--- src/rtl/xlr8_pm_loader_if.sv ---
// Byte-stream and program-memory port bundle for the PM loader.
// The master modport is the loader's view; the slave modport is the byte source / PM view.
interface xlr8_pm_loader_if #(
    parameter int unsigned CNT_W = 17
) ();
    logic             byte_vld;
    logic [7:0]       byte_data;
    logic             byte_rdy;
    logic             pm_ce;
    logic             pm_wr;
    logic [CNT_W-1:0] pm_addr;
    logic [15:0]      pm_wr_data;
    logic [15:0]      pm_rd_data;

    modport master (
        input  byte_vld,
        input  byte_data,
        output byte_rdy,
        output pm_ce,
        output pm_wr,
        output pm_addr,
        output pm_wr_data,
        input  pm_rd_data
    );

    modport slave (
        output byte_vld,
        output byte_data,
        input  byte_rdy,
        input  pm_ce,
        input  pm_wr,
        input  pm_addr,
        input  pm_wr_data,
        output pm_rd_data
    );
endinterface

--- src/rtl/xlr8_pm_loader.sv ---
// Program-memory loader: packs a little-endian byte stream into 16-bit words and writes them
// sequentially to PM, with an optional per-word read-back verify.
module xlr8_pm_loader #(
    parameter int unsigned PM_SIZE = 16,
    parameter int unsigned CNT_W   = 17
) (
    input  logic                clk,
    input  logic                rst_flash,
    input  logic                start,
    input  logic [CNT_W-1:0]    start_addr,
    input  logic [CNT_W-1:0]    num_words,
    input  logic                verify_en,
    input  logic                abort,
    xlr8_pm_loader_if.master    bus,
    output logic                busy,
    output logic                done,
    output logic                err_verify,
    output logic                err_range
);

    localparam logic [CNT_W-1:0] MaxAddr = CNT_W'(PM_SIZE * 1024 - 1);

    typedef enum logic [2:0] {
        StIdle,
        StLo,
        StHi,
        StWr,
        StRd,
        StCmp,
        StNxt
    } state_e;

    state_e           state_q;
    logic [CNT_W-1:0] addr_q;
    logic [CNT_W-1:0] cnt_q;
    logic             verify_q;
    logic [7:0]       lo_q;

    logic [CNT_W-1:0] addr_inc;
    logic             byte_hs;
    logic             last_word;

    assign addr_inc  = addr_q + CNT_W'(1);
    assign byte_hs   = bus.byte_vld & bus.byte_rdy;
    assign last_word = (cnt_q == CNT_W'(1));

    always_ff @(posedge clk or posedge rst_flash) begin
        if (rst_flash) begin
            state_q        <= StIdle;
            addr_q         <= '0;
            cnt_q          <= '0;
            verify_q       <= 1'b0;
            lo_q           <= '0;
            bus.byte_rdy   <= 1'b0;
            bus.pm_ce      <= 1'b0;
            bus.pm_wr      <= 1'b0;
            bus.pm_addr    <= '0;
            bus.pm_wr_data <= '0;
            busy           <= 1'b0;
            done           <= 1'b0;
            err_verify     <= 1'b0;
            err_range      <= 1'b0;
        end else begin
            case (state_q)
                StIdle: begin
                    done <= 1'b0;
                    if (start) begin
                        addr_q     <= start_addr;
                        cnt_q      <= num_words;
                        verify_q   <= verify_en;
                        err_verify <= 1'b0;
                        err_range  <= 1'b0;
                        if (num_words == '0) begin
                            done <= 1'b1;
                        end else if (start_addr > MaxAddr) begin
                            err_range <= 1'b1;
                        end else begin
                            state_q      <= StLo;
                            busy         <= 1'b1;
                            bus.byte_rdy <= 1'b1;
                        end
                    end
                end

                StLo: begin
                    if (abort) begin
                        state_q      <= StIdle;
                        busy         <= 1'b0;
                        bus.byte_rdy <= 1'b0;
                    end else if (byte_hs) begin
                        lo_q    <= bus.byte_data;
                        state_q <= StHi;
                    end
                end

                StHi: begin
                    if (abort) begin
                        state_q      <= StIdle;
                        busy         <= 1'b0;
                        bus.byte_rdy <= 1'b0;
                    end else if (byte_hs) begin
                        bus.byte_rdy   <= 1'b0;
                        bus.pm_ce      <= 1'b1;
                        bus.pm_wr      <= 1'b1;
                        bus.pm_addr    <= addr_q;
                        bus.pm_wr_data <= {bus.byte_data, lo_q};
                        state_q        <= StWr;
                    end
                end

                // The write always completes; abort is only honoured from the next state on.
                StWr: begin
                    bus.pm_wr <= 1'b0;
                    if (verify_q) begin
                        state_q <= StRd;
                    end else begin
                        bus.pm_ce <= 1'b0;
                        done      <= last_word;
                        state_q   <= StNxt;
                    end
                end

                StRd: begin
                    bus.pm_ce <= 1'b0;
                    state_q   <= StCmp;
                end

                StCmp: begin
                    if (abort) begin
                        state_q <= StIdle;
                        busy    <= 1'b0;
                    end else if (bus.pm_rd_data != bus.pm_wr_data) begin
                        err_verify <= 1'b1;
                        state_q    <= StIdle;
                        busy       <= 1'b0;
                    end else begin
                        done    <= last_word;
                        state_q <= StNxt;
                    end
                end

                // done was raised on entry when this was the last word; a finished load wins over abort.
                StNxt: begin
                    done   <= 1'b0;
                    cnt_q  <= cnt_q - CNT_W'(1);
                    addr_q <= addr_inc;
                    if (last_word || abort) begin
                        state_q <= StIdle;
                        busy    <= 1'b0;
                    end else if (addr_inc > MaxAddr) begin
                        err_range <= 1'b1;
                        state_q   <= StIdle;
                        busy      <= 1'b0;
                    end else begin
                        bus.byte_rdy <= 1'b1;
                        state_q      <= StLo;
                    end
                end

                default: begin
                    state_q      <= StIdle;
                    busy         <= 1'b0;
                    done         <= 1'b0;
                    bus.byte_rdy <= 1'b0;
                    bus.pm_ce    <= 1'b0;
                    bus.pm_wr    <= 1'b0;
                end
            endcase
        end
    end

    a_wr_needs_ce : assert property (@(posedge clk) disable iff (rst_flash)
        bus.pm_wr |-> bus.pm_ce);
    a_ce_in_access : assert property (@(posedge clk) disable iff (rst_flash)
        bus.pm_ce |-> (state_q inside {StWr, StRd}));
    a_busy_state : assert property (@(posedge clk) disable iff (rst_flash)
        busy == (state_q != StIdle));
    a_done_busy : assert property (@(posedge clk) disable iff (rst_flash)
        (done && busy) |-> (state_q == StNxt));

endmodule

--- src/flat_wrapper.sv ---
// flat-port wrapper written by rule: the top's interface ports become plain ports
module xlr8_pm_loader_flat 
#(
    parameter int unsigned PM_SIZE = 16,
    parameter int unsigned CNT_W   = 17
)
  (clk, rst_flash, start, start_addr, num_words, verify_en, abort, busy, done, err_verify, err_range, bus_byte_vld, bus_byte_data, bus_byte_rdy, bus_pm_ce, bus_pm_wr, bus_pm_addr, bus_pm_wr_data, bus_pm_rd_data);
  xlr8_pm_loader_if #(.CNT_W(CNT_W)) bus_i ();
  input  logic clk;
  input  logic rst_flash;
  input  logic start;
  input  logic [CNT_W-1:0] start_addr;
  input  logic [CNT_W-1:0] num_words;
  input  logic verify_en;
  input  logic abort;
  output logic busy;
  output logic done;
  output logic err_verify;
  output logic err_range;
  input wire logic [$bits(bus_i.byte_vld)-1:0] bus_byte_vld;
  input wire logic [$bits(bus_i.byte_data)-1:0] bus_byte_data;
  output wire logic [$bits(bus_i.byte_rdy)-1:0] bus_byte_rdy;
  output wire logic [$bits(bus_i.pm_ce)-1:0] bus_pm_ce;
  output wire logic [$bits(bus_i.pm_wr)-1:0] bus_pm_wr;
  output wire logic [$bits(bus_i.pm_addr)-1:0] bus_pm_addr;
  output wire logic [$bits(bus_i.pm_wr_data)-1:0] bus_pm_wr_data;
  input wire logic [$bits(bus_i.pm_rd_data)-1:0] bus_pm_rd_data;
  assign bus_i.byte_vld = bus_byte_vld;
  assign bus_i.byte_data = bus_byte_data;
  assign bus_byte_rdy = bus_i.byte_rdy;
  assign bus_pm_ce = bus_i.pm_ce;
  assign bus_pm_wr = bus_i.pm_wr;
  assign bus_pm_addr = bus_i.pm_addr;
  assign bus_pm_wr_data = bus_i.pm_wr_data;
  assign bus_i.pm_rd_data = bus_pm_rd_data;
  xlr8_pm_loader #(.PM_SIZE(PM_SIZE), .CNT_W(CNT_W)) u_core (.clk(clk), .rst_flash(rst_flash), .start(start), .start_addr(start_addr), .num_words(num_words), .verify_en(verify_en), .abort(abort), .bus(bus_i), .busy(busy), .done(done), .err_verify(err_verify), .err_range(err_range));
endmodule
--- config.mk ---
export PLATFORM = sky130hd
export DESIGN_NAME = xlr8_pm_loader_flat
export DESIGN_NICKNAME = d
export VERILOG_FILES = /design/src/rtl/xlr8_pm_loader_if.sv /design/src/rtl/xlr8_pm_loader.sv /design/src/flat_wrapper.sv
export SDC_FILE = /design/constraint.sdc
export NUM_CORES = 1
export LEC_CHECK = 0
export CORE_ASPECT_RATIO = 1.1
export CORE_MARGIN = 2
export CORE_UTILIZATION = 50
export CTS_CLUSTER_SIZE = 20
export DETAILED_ROUTE_END_ITERATION = 10
export DONT_BUFFER_PORTS = 1
export PLACE_DENSITY = 0.75
export SLEW_MARGIN = 20
export SYNTH_ARGS = -nofsm -noshare
export SYNTH_HDL_FRONTEND = slang
export SYNTH_SLANG_ARGS = --single-unit
--- constraint.sdc ---
create_clock -name clk -period 4.28 [get_ports clk]
set_clock_uncertainty 0.1 [all_clocks]
set_input_delay 0.856 -clock clk [delete_from_list [all_inputs] [get_ports clk]]
set_output_delay 0.856 -clock clk [all_outputs]
set_load 0.02 [all_outputs]
==> results of run 1 <==
[state kept, by name, summed over array words and instances, names as in the netlist]
signal	cells
u_core.bus.pm_wr	1
u_core.addr_q	17
u_core.err_range	1
u_core.bus.pm_wr_data	16
u_core.err_verify	1
u_core.lo_q	8
u_core.cnt_q	17
u_core.verify_q	1
u_core.busy	1
u_core.bus.pm_ce	1
u_core.done	1
u_core.bus.pm_addr	17
u_core.bus.byte_rdy	1
u_core.state_q	3
[worst reg2reg max path: cells and delay by family (launching register included)]
kind,cells,cell delay [ps]
simple gates,3,1540
flops,1,560
compound gates,2,530
[metrics by stage]
step,power (W),area (sq um),setup slack [ps],hold WS [ps]
2_1_floorplan,0.00265,4630,1100,359
3_3_place_gp,0.00287,4690,1600,378
3_5_place_dp,0.00295,4700,1520,381
4_1_cts,0.00364,4930,1520,332
5_1_grt,0.00388,4930,1260,358
6_report,0.00363,4930,1460,310
[layout make-up]
class                   instances  area (sq um)
fillers                       793          3990
multi-input cells             346          2310
flip-flops and latches         86          2150
well taps                     114           143
clock buffers                   9           124
clock inverters                 6           111
inverters                      13          53.8
repair buffers                  5          37.5
[power by group through the flow]
stage | registers [W] | logic [W] | clock network, W
CTS | 0.00186 | 0.00109 | 0.000696
detailed placement | 0.00187 | 0.00108 | 0
global route | 0.00193 | 0.00121 | 0.000728
global placement | 0.00184 | 0.00103 | 0
floorplan | 0.00167 | 0.000983 | 0
finish | 0.00186 | 0.00108 | 0.000687
[cells by family after synthesis]
group / after synthesis
AND/OR/NAND/NOR: 171
AO/OA/AOI/OAI: 110
flip-flops: 86
multiplexers: 42
buffers and inverters: 38
XOR/XNOR: 19
adder cells (fa/ha/maj): 4
[cells in the final DEF (no fill, tap or decap), types with 3 or more instances in the layout]
cell,count
bufinv_16,3
o21ai_0,32
xnor2_1,18
o211ai_1,4
ha_1,4
nand2_1,53
a311oi_1,8
nand4_1,10
and2_1,5
buf_4,5
or3_1,4
nor2b_1,5
dfrtp_1,86
a22oi_1,3
o22ai_1,3
nor3_1,12
nor4_1,12
inv_1,12
a31oi_1,4
nor2_1,35
o311ai_0,6
a221o_1,7
clkbuf_8,9
nand3_1,15
mux2_2,39
a211oi_1,4
a21oi_1,20
[worst min path at each step]
stage	slack, ps	end
2_1_floorplan	360	u_core.cnt_q[16]
3_3_place_gp	380	u_core.cnt_q[12]
3_5_place_dp	380	u_core.cnt_q[12]
4_1_cts	330	u_core.addr_q[2]
5_1_grt	360	u_core.bus.pm_addr[3]
6_report	310	u_core.addr_q[0]
[routing by layer]
layer	vias up	global-route usage	wire length, um
met5	-	0	0
met4	0	0.100	269
met3	21	0.0663	1010
met2	129	0.367	5490
met1	1811	0.305	4580
li1	1716	-	-
==> impl_metrics.ini, run 1 <==
[critical_path]
required_ps = 4450
cp-end-kind = flip-flop
r2r_cells = 5
ff2ff_setup_slack_ps = 1460
critPathMaxFanout = 19
worst_ep_arrival_time_ps = 2990
criticalPathCategory = reg2reg
critPathBufInv = 0
rr_startpoint = u_core.state_q[0]
crit_path_top_delay_cell = nand2_1
crit_chain = nor3_2 > nand2_1 > nand2_1 > o21ai_0 > a221o_1
crit_path_start_kind = flip-flop
crit_cells = 5
cp_top_family = simple AND/OR/NAND/NOR gates
cp_common_cell = nand2_1
startpoint = u_core.state_q[0]
rr_endpoint = u_core.addr_q[6]
critPathMaxStageDelay_ps = 650
endpoint = u_core.addr_q[6]

[logic_synthesis]
synth_fp_nets = 538
synth-edff-count = 0
synthArstFlopShare = 1.00
synth_top_family_by_area = simple AND/OR/NAND/NOR gates
syn_area_per_cell_sq_um = 9.85
yosysWarningCount = 0
yosysMostFrequentCell = dfrtp_1
ys_ff_latch = 86
synth_compound_area_frac = 0.163
synth_cells = 470
synth-simple-area-share = 0.186
synth.area.top_cells = dfrtp_1 (46%), mux2_2 (9.5%), nand2_1 (4.3%), o21ai_0 (3.5%), xnor2_1 (3.4%)
synth_flop_cell = dfrtp_1
synth_cell_type_count = 64
synthXorXnorAreaFrac = 0.0360
yosysTopAreaCell = dfrtp_1
syn-cell-area_sq_um = 4630
synth.mux.area_fraction = 0.102
synthAdderAreaFrac = 0.0108
synth_top_cell_area_share = 0.465
synth_commonest_cells = dfrtp_1 (86), nand2_1 (53), mux2_2 (39)
yosysSeqAreaShare = 0.465

[cts]
cts_resized = 0
root_buffer = clkbuf_8
cts_hold_buf = 0
clkTransAtPathRegs_ps = 90
htreeDepth = 3
cts_buffer_depth = 2
postCtsSetupRepairBufs = 0
insertion_delay_ps = 380
clock_sinks = 86
cts_buffers = 9
cts_tree = built

[die]
io_pins = 104
placementRows = 36
die_h_um = 105
die-area_sq_um = 10000
core-area_sq_um = 8920
die_w_um = 95.7
initial_utilization = 0.519

[routing]
first_iter_violations = 254
ant_nets = 0
totalWireLength_um = 11400
wire_per_inst_um = 19.6
first_pass_iters = 4
vias_per_cell = 6.35
drc_errors = 0
num_vias = 3677

[placement]
hpwl_um = 8090
io_buffers = 0
gp_congestion = 0.843
place_inst = 564

[power_and_ir_drop]
p_int_w = 0.00210
combPwrFrac = 0.298
power_density_nw_per_um2 = 736
power_leakage_nw = 1.97
p_sw_w = 0.00153
seq_power_share = 0.513
switching_share = 0.421
pwr-share-clk = 0.189
irDropWorstVdd_v = 0.000294

[sta]
final-setup-viol-count = 0
tightest_slew_ps = 1060
rsz0062_at_grt = no
slew_viol_final = 0
fmax_mhz = 354
period_needed_ps = 2820
min_period_over_period = 0.659
hold_viol_final = 0
maxSlewHeadroom = 0.291
tns_ps = 0

[global_routing]
gr-total-overflow = 0
grt_pass1_wl_um = 18300
grt_max_degree = 66
grt_pass1_vias = 3668
antenna_found_initial = 0
grt_util_all_layers = 0.235

[layout]
fin_cells = 579
n_antenna_cell = 0
syn2layout_area_growth_pct = 6.60
nNetsFinal = 529
final_util = 0.553
drive_gt1_frac = 0.163

[outcome]
status = complete, no violations

[hold_path]
worst_hold_path_type = in2async

[flow_run]
maxCapViolCount = 0
Power figures use the tool's default switching activity.
==> run 2, diff against run 1 <==
==> constraint.sdc (replaced) <==
create_clock -name clk -period 2.9 [get_ports clk]
set_clock_uncertainty 0.1 [all_clocks]
set_input_delay 0.58 -clock clk [delete_from_list [all_inputs] [get_ports clk]]
set_output_delay 0.58 -clock clk [all_outputs]
set_load 0.02 [all_outputs]
==> impl_metrics.ini, run 2 (synthesis gave the netlist of run 1 again) <==
[outcome]
status = complete, no violations

[power_and_ir_drop]
power_density_nw_per_um2 = 1050
irDropWorstVdd_v = 0.000456
power_leakage_nw = 1.96

[critical_path]
startpoint = u_core.addr_q[1]
critPathMaxFanout = 7
r2r_cells = 7
worst_ep_arrival_time_ps = 2690
crit_path_start_kind = flip-flop
cp-end-kind = flip-flop
required_ps = 3040
criticalPathCategory = reg2reg
rr_startpoint = u_core.addr_q[1]

[cts]
cts_resized = 0
htreeDepth = 3
postCtsSetupRepairBufs = 0
cts_buffers = 9
cts_hold_buf = 0
cts_buffer_depth = 2
clkTransAtPathRegs_ps = 90
clock_sinks = 86
insertion_delay_ps = 360
root_buffer = clkbuf_8
cts_tree = built

[routing]
vias_per_cell = 6.38
first_pass_iters = 4
ant_nets = 0
drc_errors = 0
first_iter_violations = 267
wire_per_inst_um = 19.7
totalWireLength_um = 11500
num_vias = 3728

[sta]
period_needed_ps = 2550
tightest_slew_ps = 981
rsz0062_at_grt = no
tns_ps = 0
min_period_over_period = 0.878
maxSlewHeadroom = 0.343
hold_viol_final = 0
slew_viol_final = 0
final-setup-viol-count = 0
fin_ws_ps = 353
fmax_mhz = 393

[global_routing]
grt_max_degree = 57
gr-total-overflow = 0
grt_pass1_wl_um = 18400
grt_pass1_vias = 3752
grt_util_all_layers = 0.233
antenna_found_initial = 0

[layout]
multi_input_area_sq_um = 2310
ff_latch_area_sq_um = 2150
nNetsFinal = 533
largestRegisters = u_core.addr_q x17, u_core.bus.pm_addr x17, u_core.cnt_q x17
mostFrequentLayoutCell = dfrtp_1
layout_common_cells = dfrtp_1 (86), nand2_1 (53), mux2_2 (39)
syn2layout_area_growth_pct = 6.16
fin_cells = 584
n_antenna_cell = 0
drive_gt1_frac = 0.170
nFillCells = 790

[die]
initial_utilization = 0.519
core-area_sq_um = 8920
io_pins = 104
placementRows = 36
die_w_um = 95.7
die-area_sq_um = 10000
die_h_um = 105

[placement]
place_inst = 568
hpwl_um = 8230
gp_congestion = 0.854
pre_cts_slack_ps = 440
io_buffers = 0

[flow_run]
maxCapViolCount = 0

[hold_path]
worst_hold_path_type = in2async
## run 2: layout make-up
type                       count  area share
multi-input combinational    346       0.471
sequential                    86       0.438
tap                          114      0.0290
clock buffer                  10      0.0260
timing repair buffer           9      0.0163
inverter                      13      0.0107
clock inverter                 6     0.00942
## run 2: metal layers
layer,part of all wire,global-route usage
met1,0.40,0.290
met2,0.49,0.378
met3,0.096,0.0692
met4,0.020,0.0888
met5,0,0
## run 2: worst paths after layout
path	end	slack (ps)
max	u_core.addr_q[16]	350
min	u_core.err_verify	80
max reg2reg	u_core.addr_q[16]	350
min reg2reg	u_core.cnt_q[16]	400
max in group asynchronous	u_core.bus.pm_addr[14]	1910
min in group clk	u_core.verify_q	240
## run 2: worst max-delay path: stages, from the launching register on
cell and delay (ps):
dfrtp_1 480, ha_1 350, nand3_1 250, nor3_1 440, nand4_1 240, o21ai_0 190, nand2_1 80, a221o_1 310
## run 2: power breakdown
| part | switching, W | total, W | internal [W] |
|---|---|---|---|
| logic | 0.000828 | 0.00163 | 0.000804 |
| registers | 0.000990 | 0.00274 | 0.00175 |
| clock network | 0.000461 | 0.000779 | 0.000318 |
## run 2: through the flow
stage	area, sq um	hold slack [ps]	total power (W)	utilization
after floorplan	4630	359	0.00392	-
after global placement	4740	379	0.00426	0.531
after detailed placement	4740	384	0.00438	0.531
after CTS	4910	95.8	0.00516	0.551
after global routing	4910	122	0.00553	0.551
final	4910	83.2	0.00515	0.551
